### config.mk
export PLATFORM = sky130hd
export DESIGN_NAME = down_counter_timer
export DESIGN_NICKNAME = d
export VERILOG_FILES = /design/src/rtl/down_counter_timer.sv
export SDC_FILE = /design/constraint.sdc
export NUM_CORES = 1
export LEC_CHECK = 0
export ABC_AREA = 1
export CAP_MARGIN = 20
export CORE_ASPECT_RATIO = 0.7
export CORE_MARGIN = 2
export CORE_UTILIZATION = 47
export CTS_CLUSTER_DIAMETER = 200
export CTS_CLUSTER_SIZE = 30
export DETAILED_ROUTE_END_ITERATION = 8
export GPL_TIMING_DRIVEN = 1
export MAX_ROUTING_LAYER = met4
export PLACE_DENSITY_LB_ADDON = 0.12
export SYNTH_ARGS = -nofsm -noshare
export SYNTH_HDL_FRONTEND = slang
export SYNTH_SLANG_ARGS = --single-unit
### constraint.sdc
create_clock -name clk -period 1.42 [get_ports clk]
set_input_delay 0.284 -clock clk [delete_from_list [all_inputs] [get_ports clk]]
set_output_delay 0.284 -clock clk [all_outputs]
set_load 0.1 [all_outputs]
### src/rtl/down_counter_timer.sv
// Loadable down-counter / countdown timer with valid/ready load and one-cycle done pulse.
// Optional periodic mode: define DOWN_COUNTER_AUTO_RELOAD_EN to reload the last start value.
module down_counter_timer #(
    parameter int WIDTH = 8
) (
    input  logic             clk,
    input  logic             reset,
    input  logic             load_valid,
    output logic             load_ready,
    input  logic [WIDTH-1:0] load_value,
    input  logic             enable,
    input  logic             abort,
    output logic [WIDTH-1:0] out,
    output logic             zero,
    output logic             busy,
    output logic             done
);

    typedef enum logic [1:0] {IDLE, RUN, DONE} state_t;

    localparam logic [WIDTH-1:0] ONE = WIDTH'(1);

    state_t state;

`ifdef DOWN_COUNTER_AUTO_RELOAD_EN
    logic [WIDTH-1:0] reload;
`endif

    always_ff @(posedge clk) begin
        if (reset) begin
            state      <= IDLE;
            out        <= '0;
            zero       <= 1'b1;
            busy       <= 1'b0;
            done       <= 1'b0;
            load_ready <= 1'b1;
`ifdef DOWN_COUNTER_AUTO_RELOAD_EN
            reload     <= '0;
`endif
        end else begin
            done <= 1'b0;
            case (state)
                IDLE: begin
                    if (load_valid && load_ready) begin
                        out        <= load_value;
                        zero       <= (load_value == '0);
                        load_ready <= 1'b0;
`ifdef DOWN_COUNTER_AUTO_RELOAD_EN
                        reload     <= load_value;
`endif
                        if (load_value != '0) begin
                            state <= RUN;
                            busy  <= 1'b1;
                        end else begin
                            state <= DONE;
                            done  <= 1'b1;
                        end
                    end
                end
                RUN: begin
                    // abort takes priority, including over the terminal decrement
                    if (abort) begin
                        state      <= IDLE;
                        out        <= '0;
                        zero       <= 1'b1;
                        busy       <= 1'b0;
                        load_ready <= 1'b1;
                    end else if (enable) begin
                        if (out == ONE) begin
                            done <= 1'b1;
`ifdef DOWN_COUNTER_AUTO_RELOAD_EN
                            // RUN is only entered with a non-zero reload value
                            out  <= reload;
                            zero <= 1'b0;
`else
                            state <= DONE;
                            out   <= '0;
                            zero  <= 1'b1;
                            busy  <= 1'b0;
`endif
                        end else begin
                            out  <= out - ONE;
                            zero <= 1'b0;
                        end
                    end
                end
                DONE: begin
                    state      <= IDLE;
                    out        <= '0;
                    zero       <= 1'b1;
                    load_ready <= 1'b1;
                end
                default: begin
                    state      <= IDLE;
                    out        <= '0;
                    zero       <= 1'b1;
                    busy       <= 1'b0;
                    load_ready <= 1'b1;
                end
            endcase
        end
    end

endmodule
# Yosys cells after proc, flatten, opt, wreduce, memory -nomap -nowiden
# Index checks and enable logic that the tools add are counted.
# totals
regBits,14
word_cells,54
output_inout_bits,12
inputBits,13
# classes
n_eq_ne,8
mux,30
add_sub_neg,1
reduce_logical,8
n_bitwise,1
# ops
op,count
8-bit two-way mux,4
8-bit case mux with 2 select lines,1
1-bit two-way mux,15
2-bit two-way mux,5
8-bit by 1-bit == test with 1-bit output (second input constant),1
8-bit logical NOT,1
8-bit nonzero test,1
8-bit by 1-bit subtractor with 8-bit output (second input constant),1
2-bit inequality test (second input constant),3
3-bit inequality test (second input constant),2
1-bit case mux with 2 select lines,3
5-bit AND reduction,1
2-bit case mux with 2 select lines,1
2-bit AND reduction,2
1-bit case mux with 3 select lines,1
3-bit AND reduction,1
2-bit by 1-bit == test with 1-bit output (second input constant),1
2-bit == test (second input constant),1
2-bit logical NOT,1
1-bit logical AND,1
1-bit NOT,1

# Logic depth before layout (Yosys ltp)
# Gate-level depths: netlist of run 1.
# logic_depth
word_depth,5
mapped_depth,9
mapped_depth_nobuf,9

# Worst setup path before layout of run 1
# No wires, ideal clock.
# synth_timing
kind,flip-flop to flip-flop
from,register out[1]
to,register busy
required_ps,1349
arrival_ps,1942
stages_incl_launch_ff,10
setup_slack_ps,-593
n_path_buf,0
synth_period_minus_slack_ps,2013
setup_ps,71
cell_sequence,dfxtp_1 inv_1 ha_1 nand2_1 nor2_4 nor2_4 nor2_2 nand2_1 nand2_1 a21oi_2
# synth_via
elab_chain_cells,3
# synth_rtl
element,line_no,text
start: declaration,13,"output logic [WIDTH-1:0] out,"
start signal: assignment,45,out <= load_value;
start signal: assignment,82,out <= out - ONE;
8-bit by 1-bit == test with 1-bit output,69,if (out == ONE) begin
3-bit inequality test (no line),-,
5-bit AND reduction (no line),-,
end signal: assignment,66,busy <= 1'b0;
end signal: assignment,79,busy <= 1'b0;
end signal: assignment,97,busy <= 1'b0;
end: declaration,15,"output logic busy,"
# No other way between the ends.
# A chain may end at the register's enable or synchronous reset.

# Worst setup path in the final report of run 1
# layout_timing
from,input load_valid
to,register busy
# layout_via
elab_chain_cells,3
# layout_rtl
element,line_no,text
start: declaration,8,"input logic load_valid,"
1-bit logical AND,44,if (load_valid && load_ready) begin
2-bit inequality test (no line),-,
5-bit AND reduction (no line),-,
end signal: assignment,34,busy <= 1'b0;
end signal: assignment,53,busy <= 1'b1;
end signal: assignment,66,
# No other way between the ends.

==> impl_metrics.json, run 1 <==
{
  "worstPathArrival_ns": 1.58,
  "clkPwrFrac": 0.135,
  "relSlewSlack": 0.826,
  "cts_buffer_depth": 2,
  "whs_path_depth": 2,
  "multi_input_area_um2": 612,
  "drc": 0,
  "reg2regPathDepth": 8,
  "dp_slack_ns": -0.202,
  "nets": 194,
  "p_seq_frac": 0.267,
  "yosysWarnings": 0,
  "grt_pass1_vias": 1013,
  "place.gp.congestion": 0.856,
  "setup_ws_ns": 0.0301,
  "start_util": 0.494,
  "register_area_um2": 315,
  "worstPathMaxFanout": 6,
  "synth.avg_cell_area_um2": 6.64,
  "core.rowCount": 13,
  "via_count": 1107,
  "finish.instance_area_um2": 1550,
  "fin_skew_ns": 0.00835,
  "hold_path_end": "zero",
  "dp_cells": 194,
  "nFillCells": 106,
  "ys_seq_area_frac": 0.306,
  "combPwrFrac": 0.598,
  "area_delta_synth_final_pct": 69.1,
  "synth_most_common_cell": "nand2_1",
  "synth_edf_count": 0,
  "fp.dieW_um": 56.8,
  "routed_wl_um": 3140,
  "finalCritPeriodShare": 0.979,
  "yosys_register_bits": 14,
  "first_iter_violations": 36,
  "synth_nets": 153,
  "portBuffers": 24,
  "cts_made_buffers": 3,
  "hold_path_class": "reg2reg",
  "die_height_um": 40.9,
  "boundaryPins": 25,
  "viasPerCell": 5.54,
  "worstPathRequired_ns": 1.61,
  "cts_tree": "built",
  "coreArea_um2": 1850,
  "power_density_nw_per_um2": 1380,
  "cts_sinks": 14,
  "antenna_found_initial": 0,
  "fin_setup_tns_ns": 0,
  "synth_cell_type_count": 25,
  "grt_max_degree": 10,
  "wl_per_cell_um": 15.7,
  "synth_ff_type": "dfxtp_1",
  "postSynthCellCount": 138,
  "holdWs_ns": 0.532,
  "clock_latency_ns": 0.28,
  "switching_power_mw": 1.04,
  "synth.top_cell.area_share": 0.306,
  "swShare": 0.483,
  "end_kind": "flop",
  "hpwl_um": 2120,
  "clockRootBuffer": "clkbuf_4",
  "grt_pass1_wl_um": 4270,
  "cap_violations": 0,
  "final_cells": 200,
  "ir_drop_v": 0.00124,
  "min_from": "zero",
  "outcome": "finished, final reports clean",
  "antenna_cells": 0,
  "ys_top_cells_by_area": "dfxtp_1 (31%), nand2_1 (18%), a21oi_2 (8.6%), inv_1 (7.8%), nor2_1 (4.5%)",
  "finalHoldViolCount": 0,
  "finalSetupViolations": 0,
  "p_leak_nw": 0.680,
  "cts-htree-levels": 1,
  "die_area_um2": 2320,
  "intPower_mw": 1.11,
  "drive_gt1_frac": 0.399,
  "synth-async-reset-ratio": 0,
  "crit_type": "in2reg",
  "synth_area_um2": 916,
  "dr.pass1.iters": 4,
  "finalPower_mw": 2.14,
  "grt_overflow_total": 0,
  "synth_common_cells": "nand2_1 (45), inv_1 (19), dfxtp_1 (14)",
  "r2r_slack_ns": 0.05,
  "period_needed_ns": 1.39,
  "slew_violations": 0,
  "tightest_slew_ns": 0.260,
  "regToRegEndpoint": "out[6]",
  "reg2reg_from": "out[0]",
  "final_util": 0.835,
  "clk_pin_slew_ns": 0.09,
  "place_area_um2": 1430,
  "synth_top_cell_by_area": "dfxtp_1",
  "gr-usage-all-layers": 0.260,
  "fmax_ghz": 0.719,
  "startpoint_type": "input pin",
  "postRouteAntennaNets": 0
}
## layer usage
metal | share of wire | wire [um] | track usage | up-vias
li1 | - | - | - | 518
met1 | 0.42 | 1320 | 0.284 | 521
met2 | 0.46 | 1460 | 0.483 | 54
met3 | 0.079 | 249 | 0.0820 | 14
met4 | 0.036 | 112 | 0.0640 | 0
met5 | 0 | 0 | - | -
## logic make-up (layout without fill, tap and decap cells)
family	Yosys count	count (layout)	synth area share
xor gates and xnor gates	1	1	0.00956
AOI/OAI and AO/OA	22	22	0.184
and+or+nand+nor	77	78	0.374
adders and majority gates	2	2	0.0273
DFF	14	14	0.306
buffers and inverters	22	61	0.0984
## critical path, stage by stage
cell and delay (ns):
clkdlybuf4s50_1 0.50, inv_1 0.06, o21ai_2 0.18, o21ai_4 0.10, buf_12 0.15, nor2_4 0.11
nand2_1 0.06, nand2_1 0.08, a21oi_2 0.05
## placed cells by master (no fill, tap or decap), types with 2 or more instances in the layout
cell type         n
dfxtp_1           4
a21oi_2           9
nor2_4            6
nand2_2           3
nand2_1          43
inv_2             2
nand3_1           8
clkbuf_4          3
nor2_1            9
buf_12           13
dfxtp_4           9
nor2_2            3
ha_4              2
nand4_1           2
o21ai_0           5
inv_1            16
buf_4            10
o21ai_2           2
buf_6             2
inv_4             2
a21oi_1           2
clkdlybuf4s50_1  12
## sequential cells by signal (all words and copies together), names as in the netlist
register and flops:
zero 1, state 2, out 8, busy 1, done 1, load_ready 1
## power by group through the flow
stage | sequential [mW] | combinational, mW | clock [mW]
final | 0.573 | 1.28 | 0.289
after global routing | 0.578 | 1.35 | 0.305
after CTS | 0.560 | 1.16 | 0.292
after detailed placement | 0.567 | 1.15 | 0
after global placement | 0.566 | 1.11 | 0
after floorplan | 0.882 | 0.416 | 0
## cell type report
| type | instances | area share |
|---|---|---|
| timing repair buffer | 37 | 0.309 |
| clock buffer | 4 | 0.0234 |
| tap | 22 | 0.0178 |
| inverter | 20 | 0.0517 |
| sequential | 14 | 0.204 |
| multi-input combinational | 103 | 0.395 |
## worst max path at each step
stage / slack [ns] / to / from
2_1_floorplan: -0.02 / busy / out[0]
3_3_place_gp: -0.1 / busy / load_valid
3_5_place_dp: -0.20 / busy / load_valid
4_1_cts: 0.02 / out[3] / out[1]
5_1_grt: -0.03 / out[6] / out[0]
6_report: 0.03 / busy / load_valid
## timing repair
action / 4_1_cts / 5_1_grt
endpoints found under the setup margin: 0 / 9
gates resized for setup: 0 / 15
setup buffers: 0 / 1
hold buffers: 0 / 0
Note: power is estimated with default switching activity, not from simulation.
==> run 2: changes to the inputs <==
--- a/config.mk
+++ b/config.mk
@@ -10,6 +10,7 @@
 export CORE_ASPECT_RATIO = 0.7
 export CORE_MARGIN = 2
 export CORE_UTILIZATION = 47
+export CTS_BUF_LIST = sky130_fd_sc_hd__clkbuf_8 sky130_fd_sc_hd__clkbuf_16
 export CTS_CLUSTER_DIAMETER = 200
 export CTS_CLUSTER_SIZE = 30
 export DETAILED_ROUTE_END_ITERATION = 8
==> constraint.sdc (replaced) <==
create_clock -name clk -period 1.5 [get_ports clk]
set_input_delay 0.3 -clock clk [delete_from_list [all_inputs] [get_ports clk]]
set_output_delay 0.3 -clock clk [all_outputs]
set_load 0.1 [all_outputs]
==> run 2 against run 1 <==
  * Sequential cell count is the same
  * Core utilization shrank 6.2 points
  * Total power shrank 8.7%
  * Register-to-register slack is essentially flat
  * Highest routed layer unchanged
==> impl_metrics.json, run 2 (synthesis gave the netlist of run 1 again) <==
{
  "tightest_slew_ns": 0.276,
  "end_kind": "flop",
  "final_cells": 194,
  "drc": 0,
  "worstPathMaxFanout": 4,
  "routed_wl_um": 2440,
  "layout_common_cells": "nand2_1 (45), inv_1 (19), clkdlybuf4s50_1 (12), buf_12 (12), nor2_1 (11)",
  "whs_path_depth": 2,
  "worstPathArrival_ns": 1.58,
  "cts-htree-levels": 1,
  "dr.pass1.iters": 4,
  "finalCritPeriodShare": 0.957,
  "die_area_um2": 2320,
  "gr-usage-met1": 0.288,
  "grt_pass1_vias": 889,
  "nets": 188,
  "top_regs": "out: 8 flops, state: 2 flops",
  "fin_setup_tns_ns": 0,
  "finalPower_mw": 1.96,
  "startpoint_type": "flop",
  "boundaryPins": 25,
  "first_iter_violations": 20,
  "dp_cells": 189,
  "largest-register": "out",
  "cts_made_buffers": 3,
  "fmax_ghz": 0.697,
  "hold_path_end": "busy",
  "viasPerCell": 5.14,
  "finalSetupViolations": 0,
  "largest_reg_flops": 8,
  "period_needed_ns": 1.44,
  "portBuffers": 24,
  "antenna_cells": 0,
  "grt_max_degree": 10,
  "wl_per_cell_um": 12.6,
  "crit_type": "reg2reg",
  "area_delta_synth_final_pct": 56.6,
  "worstPathRequired_ns": 1.65,
  "globalRoute.busiestLayer": "met2",
  "p_leak_nw": 0.639,
  "r2r_slack_ns": 0.06,
  "slew_violations": 0,
  "hpwl_um": 1830,
  "place.gp.congestion": 0.902,
  "reg2reg_from": "out[1]",
  "layout_commonest_cell": "nand2_1",
  "cts_sinks": 14,
  "postCtsSetupRepairBufs": 0,
  "power_density_nw_per_um2": 1360,
  "gr-usage-all-layers": 0.235,
  "grt_pass1_wl_um": 3910,
  "nFillCells": 145,
  "clk_pin_slew_ns": 0.06,
  "hold_buffers": 0,
  "multi_input_area_um2": 559,
  "min_from": "busy",
  "fp.dieW_um": 56.8,
  "clockRootBuffer": "clkbuf_8",
  "core.rowCount": 13,
  "ir_drop_v": 0.00126,
  "use_met3": 0.0852,
  "die_height_um": 40.9,
  "via_count": 997,
  "outcome": "finished, final reports clean",
  "clock_latency_ns": 0.25,
  "hold_path_class": "reg2reg",
  "relSlewSlack": 0.815,
  "cap_violations": 0,
  "start_util": 0.494,
  "cts_buffer_depth": 2,
  "register_area_um2": 304,
  "fin_skew_ns": 0.00266,
  "grt_overflow_total": 0,
  "drive_gt1_frac": 0.326,
  "cts_resized": 0,
  "dp_slack_ns": -0.0975,
  "reg2regPathDepth": 9,
  "coreArea_um2": 1850,
  "setup_ws_ns": 0.0644,
  "cts_tree": "built",
  "rsz0062_at_grt": "yes",
  "antenna_found_initial": 0,
  "met2_usage": 0.375,
  "regToRegEndpoint": "busy",
  "postRouteAntennaNets": 0,
  "finalHoldViolCount": 0
}
-- run 2: changes by cell type in the layout (fill, tap and decap cells not counted), sizes merged --
cell,before,now
buf,25,19
-- run 2: per-layer routing --
| layer | part of all wire | wire, um |
|---|---|---|
| met1 | 0.48 | 1170 |
| met2 | 0.47 | 1140 |
| met3 | 0.048 | 117 |
| met4 | 0.0070 | 17 |
| met5 | 0 | 0 |
-- run 2: where the power goes --
group	internal, mW	leakage (nW)	switching [mW]	total [mW]
clock	0.233	0.0288	0.140	0.372
combinational	0.386	0.491	0.674	1.06
sequential	0.436	0.120	0.0889	0.525
total	1.05	0.639	0.902	1.96
-- run 2: how the worst max path moves through the flow --
stage                     from  endpoint  slack [ns]  cells past startpoint
floorplan               out[1]      busy       0.008                      9
global placement    load_valid      busy       -0.04                      8
detailed placement  load_valid      busy        -0.1                      8
CTS                     out[1]    out[4]        0.05                      9
global route            out[1]      busy       -0.03                      9
finish                  out[1]      busy        0.06                      9
-- run 2: per-stage QoR --
| step | utilization | hold slack (ns) | instance area [um^2] |
|---|---|---|---|
| floorplan | - | 0.431 | 940 |
| global placement | 0.736 | 0.499 | 1370 |
| detailed placement | 0.736 | 0.502 | 1370 |
| CTS | 0.766 | 0.514 | 1420 |
| global route | 0.773 | 0.530 | 1430 |
| finish | 0.773 | 0.510 | 1430 |
-- run 2: critical path, cell delays in order, from the launching register on --
cell     delay [ns]
dfxtp_4        0.36
inv_1          0.09
ha_1           0.17
nand2_1        0.09
nor2_4         0.19
nor2_4         0.08
nor2_2         0.17
nand2_1        0.06
nand2_1        0.07
a21oi_2        0.05
-- run 2: cell type report --
cell class / instances / share of cell area
timing repair buffer: 31 / 0.288
clock buffer: 4 / 0.0384
tap: 22 / 0.0192
inverter: 20 / 0.0524
sequential: 14 / 0.212
multi-input combinational: 103 / 0.390
==> run 3: changes to the inputs <==
--- a/config.mk
+++ b/config.mk
@@ -7,9 +7,11 @@
 export LEC_CHECK = 0
 export ABC_AREA = 1
 export CAP_MARGIN = 20
+export CELL_PAD_IN_SITES_DETAIL_PLACEMENT = 0
+export CELL_PAD_IN_SITES_GLOBAL_PLACEMENT = 1
 export CORE_ASPECT_RATIO = 0.7
 export CORE_MARGIN = 2
-export CORE_UTILIZATION = 47
+export CORE_UTILIZATION = 32
 export CTS_BUF_LIST = sky130_fd_sc_hd__clkbuf_8 sky130_fd_sc_hd__clkbuf_16
 export CTS_CLUSTER_DIAMETER = 200
 export CTS_CLUSTER_SIZE = 30
@@ -20,3 +22,4 @@
 export SYNTH_ARGS = -nofsm -noshare
 export SYNTH_HDL_FRONTEND = slang
 export SYNTH_SLANG_ARGS = --single-unit
+export TNS_END_PERCENT = 30
==> constraint.sdc (replaced) <==
create_clock -name clk -period 1.5 [get_ports clk]
set_input_delay 0.3 -clock clk [delete_from_list [all_inputs] [get_ports clk]]
set_output_delay 0.3 -clock clk [all_outputs]
set_load 0.02 [all_outputs]
==> run 3 against run 2 <==
  * Combinational power is 37% lower
  * Non-clock buffer count up 3
  * Cell count increased by 8.8%
  * Cell area is 7.2% lower
  * Core utilization down 29 points
  * Critical endpoint is now done
  * Largest cell class unchanged
==> impl_metrics.json, run 3 (synthesis gave the netlist of run 1 again) <==
{
  "routed_wl_um": 2530,
  "switching_power_mw": 0.591,
  "clock_latency_ns": 0.25,
  "nFillCells": 290,
  "start_util": 0.332,
  "period_needed_ns": 1.44,
  "worstPathMaxFanout": 1,
  "clkPwrFrac": 0.246,
  "antenna_found_initial": 0,
  "postRouteAntennaNets": 0,
  "hpwl_um": 1940,
  "crit_cells": 1,
  "grt_overflow_total": 0,
  "fin_setup_tns_ns": 0,
  "layout_common_cells": "nand2_1 (45), inv_1 (19), clkdlybuf4s50_1 (13)",
  "outcome": "finished, final reports clean",
  "rsz0062_at_grt": "no",
  "gr-usage-all-layers": 0.175,
  "p_leak_nw": 0.644,
  "final_cells": 211,
  "viasPerCell": 4.43,
  "startpoint_type": "flop",
  "clk_pin_slew_ns": 0.06,
  "fmax_ghz": 0.694,
  "cpLargestDelayFamily": "buffers and inverters",
  "power_density_nw_per_um2": 1150,
  "antenna_cells": 0,
  "end_kind": "output pin",
  "grt_pass1_wl_um": 4200,
  "layout_commonest_cell": "nand2_1",
  "finalSetupViolations": 0,
  "finalCritPeriodShare": 0.960,
  "via_count": 934,
  "relSlewSlack": 0.839,
  "die_height_um": 48.8,
  "dr.pass1.iters": 4,
  "dp_cells": 206,
  "reg2regPathDepth": 8,
  "portBuffers": 24,
  "slew_violations": 0,
  "hold_buffers": 0,
  "fin_skew_ns": 0.00120,
  "critPathSlowestCell": "clkdlybuf4s50_1",
  "ir_drop_v": 0.000580,
  "area_delta_synth_final_pct": 45.4,
  "coreArea_um2": 2760,
  "grt_pass1_vias": 884,
  "max_stage_delay_ns": 0.59,
  "p_seq_frac": 0.317,
  "boundaryPins": 25,
  "drive_gt1_frac": 0.223,
  "worstPathRequired_ns": 1.20,
  "tightest_slew_ns": 0.241,
  "whs_path_depth": 2,
  "grt_max_degree": 12,
  "cts_made_buffers": 3,
  "drc": 0,
  "register_area_um2": 283,
  "cts-htree-levels": 1,
  "cts_tree": "built",
  "multi_input_area_um2": 552,
  "wl_per_cell_um": 12.0,
  "crit_type": "reg2out",
  "largest-register": "out",
  "place.gp.congestion": 0.821,
  "finalHoldViolCount": 0,
  "first_iter_violations": 48,
  "hold_path_class": "reg2reg",
  "cap_violations": 0,
  "cts_sinks": 14,
  "worstPathArrival_ns": 1.14,
  "top_regs": "out: 8 flops, state: 2 flops",
  "die_area_um2": 3310,
  "cts_buffer_depth": 2,
  "combPwrFrac": 0.437,
  "path_cells": "clkdlybuf4s50_1",
  "fp.dieW_um": 67.9,
  "core.rowCount": 16,
  "swShare": 0.387,
  "nets": 191,
  "largest_reg_flops": 8,
  "crit_buf_inv": 1,
  "intPower_mw": 0.934,
  "clockRootBuffer": "clkbuf_8",
  "postCtsSetupRepairBufs": 0
}
-- run 3: cell types whose count changed in the layout (fill, tap and decap cells not counted), moves of 2 or more --
cell / previous run / this run
buf_12: 12 / 1
buf_4: 7 / 9
dfxtp_1: 5 / 12
dfxtp_2: 4 / 2
dfxtp_4: 5 / 0
dlygate4sd2_1: 0 / 9
dlymetal6s2s_1: 0 / 2
-- run 3: metal layers --
layer  vias to the layer above  track usage  wire [um]
met5                         -            -          0
met4                         0       0.0400         12
met3                         2       0.0558         91
met2                        18        0.244       1030
met1                       404        0.244       1400
li1                        510            -          -
-- run 3: final timing paths --
kind                to  startpoint  slack, ns
setup / recovery  done        done       0.06
hold / removal    busy        busy       0.47
setup reg to reg  busy      out[2]       0.11
hold reg to reg   busy        busy       0.47
-- run 3: power by group through the flow --
stage	combinational [mW]	sequential [mW]	clock, mW
floorplan	0.385	0.538	0
global placement	0.690	0.491	0
detailed placement	0.688	0.491	0
CTS	0.667	0.482	0.389
global route	0.749	0.493	0.411
finish	0.666	0.484	0.375
-- run 3: cell type report --
class | count | area share
clock buffers | 4 | 0.0414
repair buffers | 34 | 0.242
inverters | 20 | 0.0564
well taps | 36 | 0.0338
flip-flops and latches | 14 | 0.212
multi-input cells | 103 | 0.414
-- run 3: through the flow --
stage          total power, mW  hold WS [ns]  area [um^2]  worst slack [ns]   util
2_1_floorplan            0.923         0.431          916             0.113      -
3_5_place_dp              1.18         0.465         1270           -0.0752  0.461
4_1_cts                   1.54         0.478         1320           0.00294  0.477
6_report                  1.52         0.470         1330            0.0598  0.482
3_3_place_gp              1.18         0.461         1270           -0.0541  0.461
5_1_grt                   1.65         0.504         1330            0.0126  0.482
-- run 3: what timing repair did --
action,in CTS,in global routing
gates cloned,0,1
gates resized for setup,9,4
endpoints found under the setup margin,9,10
pin swaps,0,1
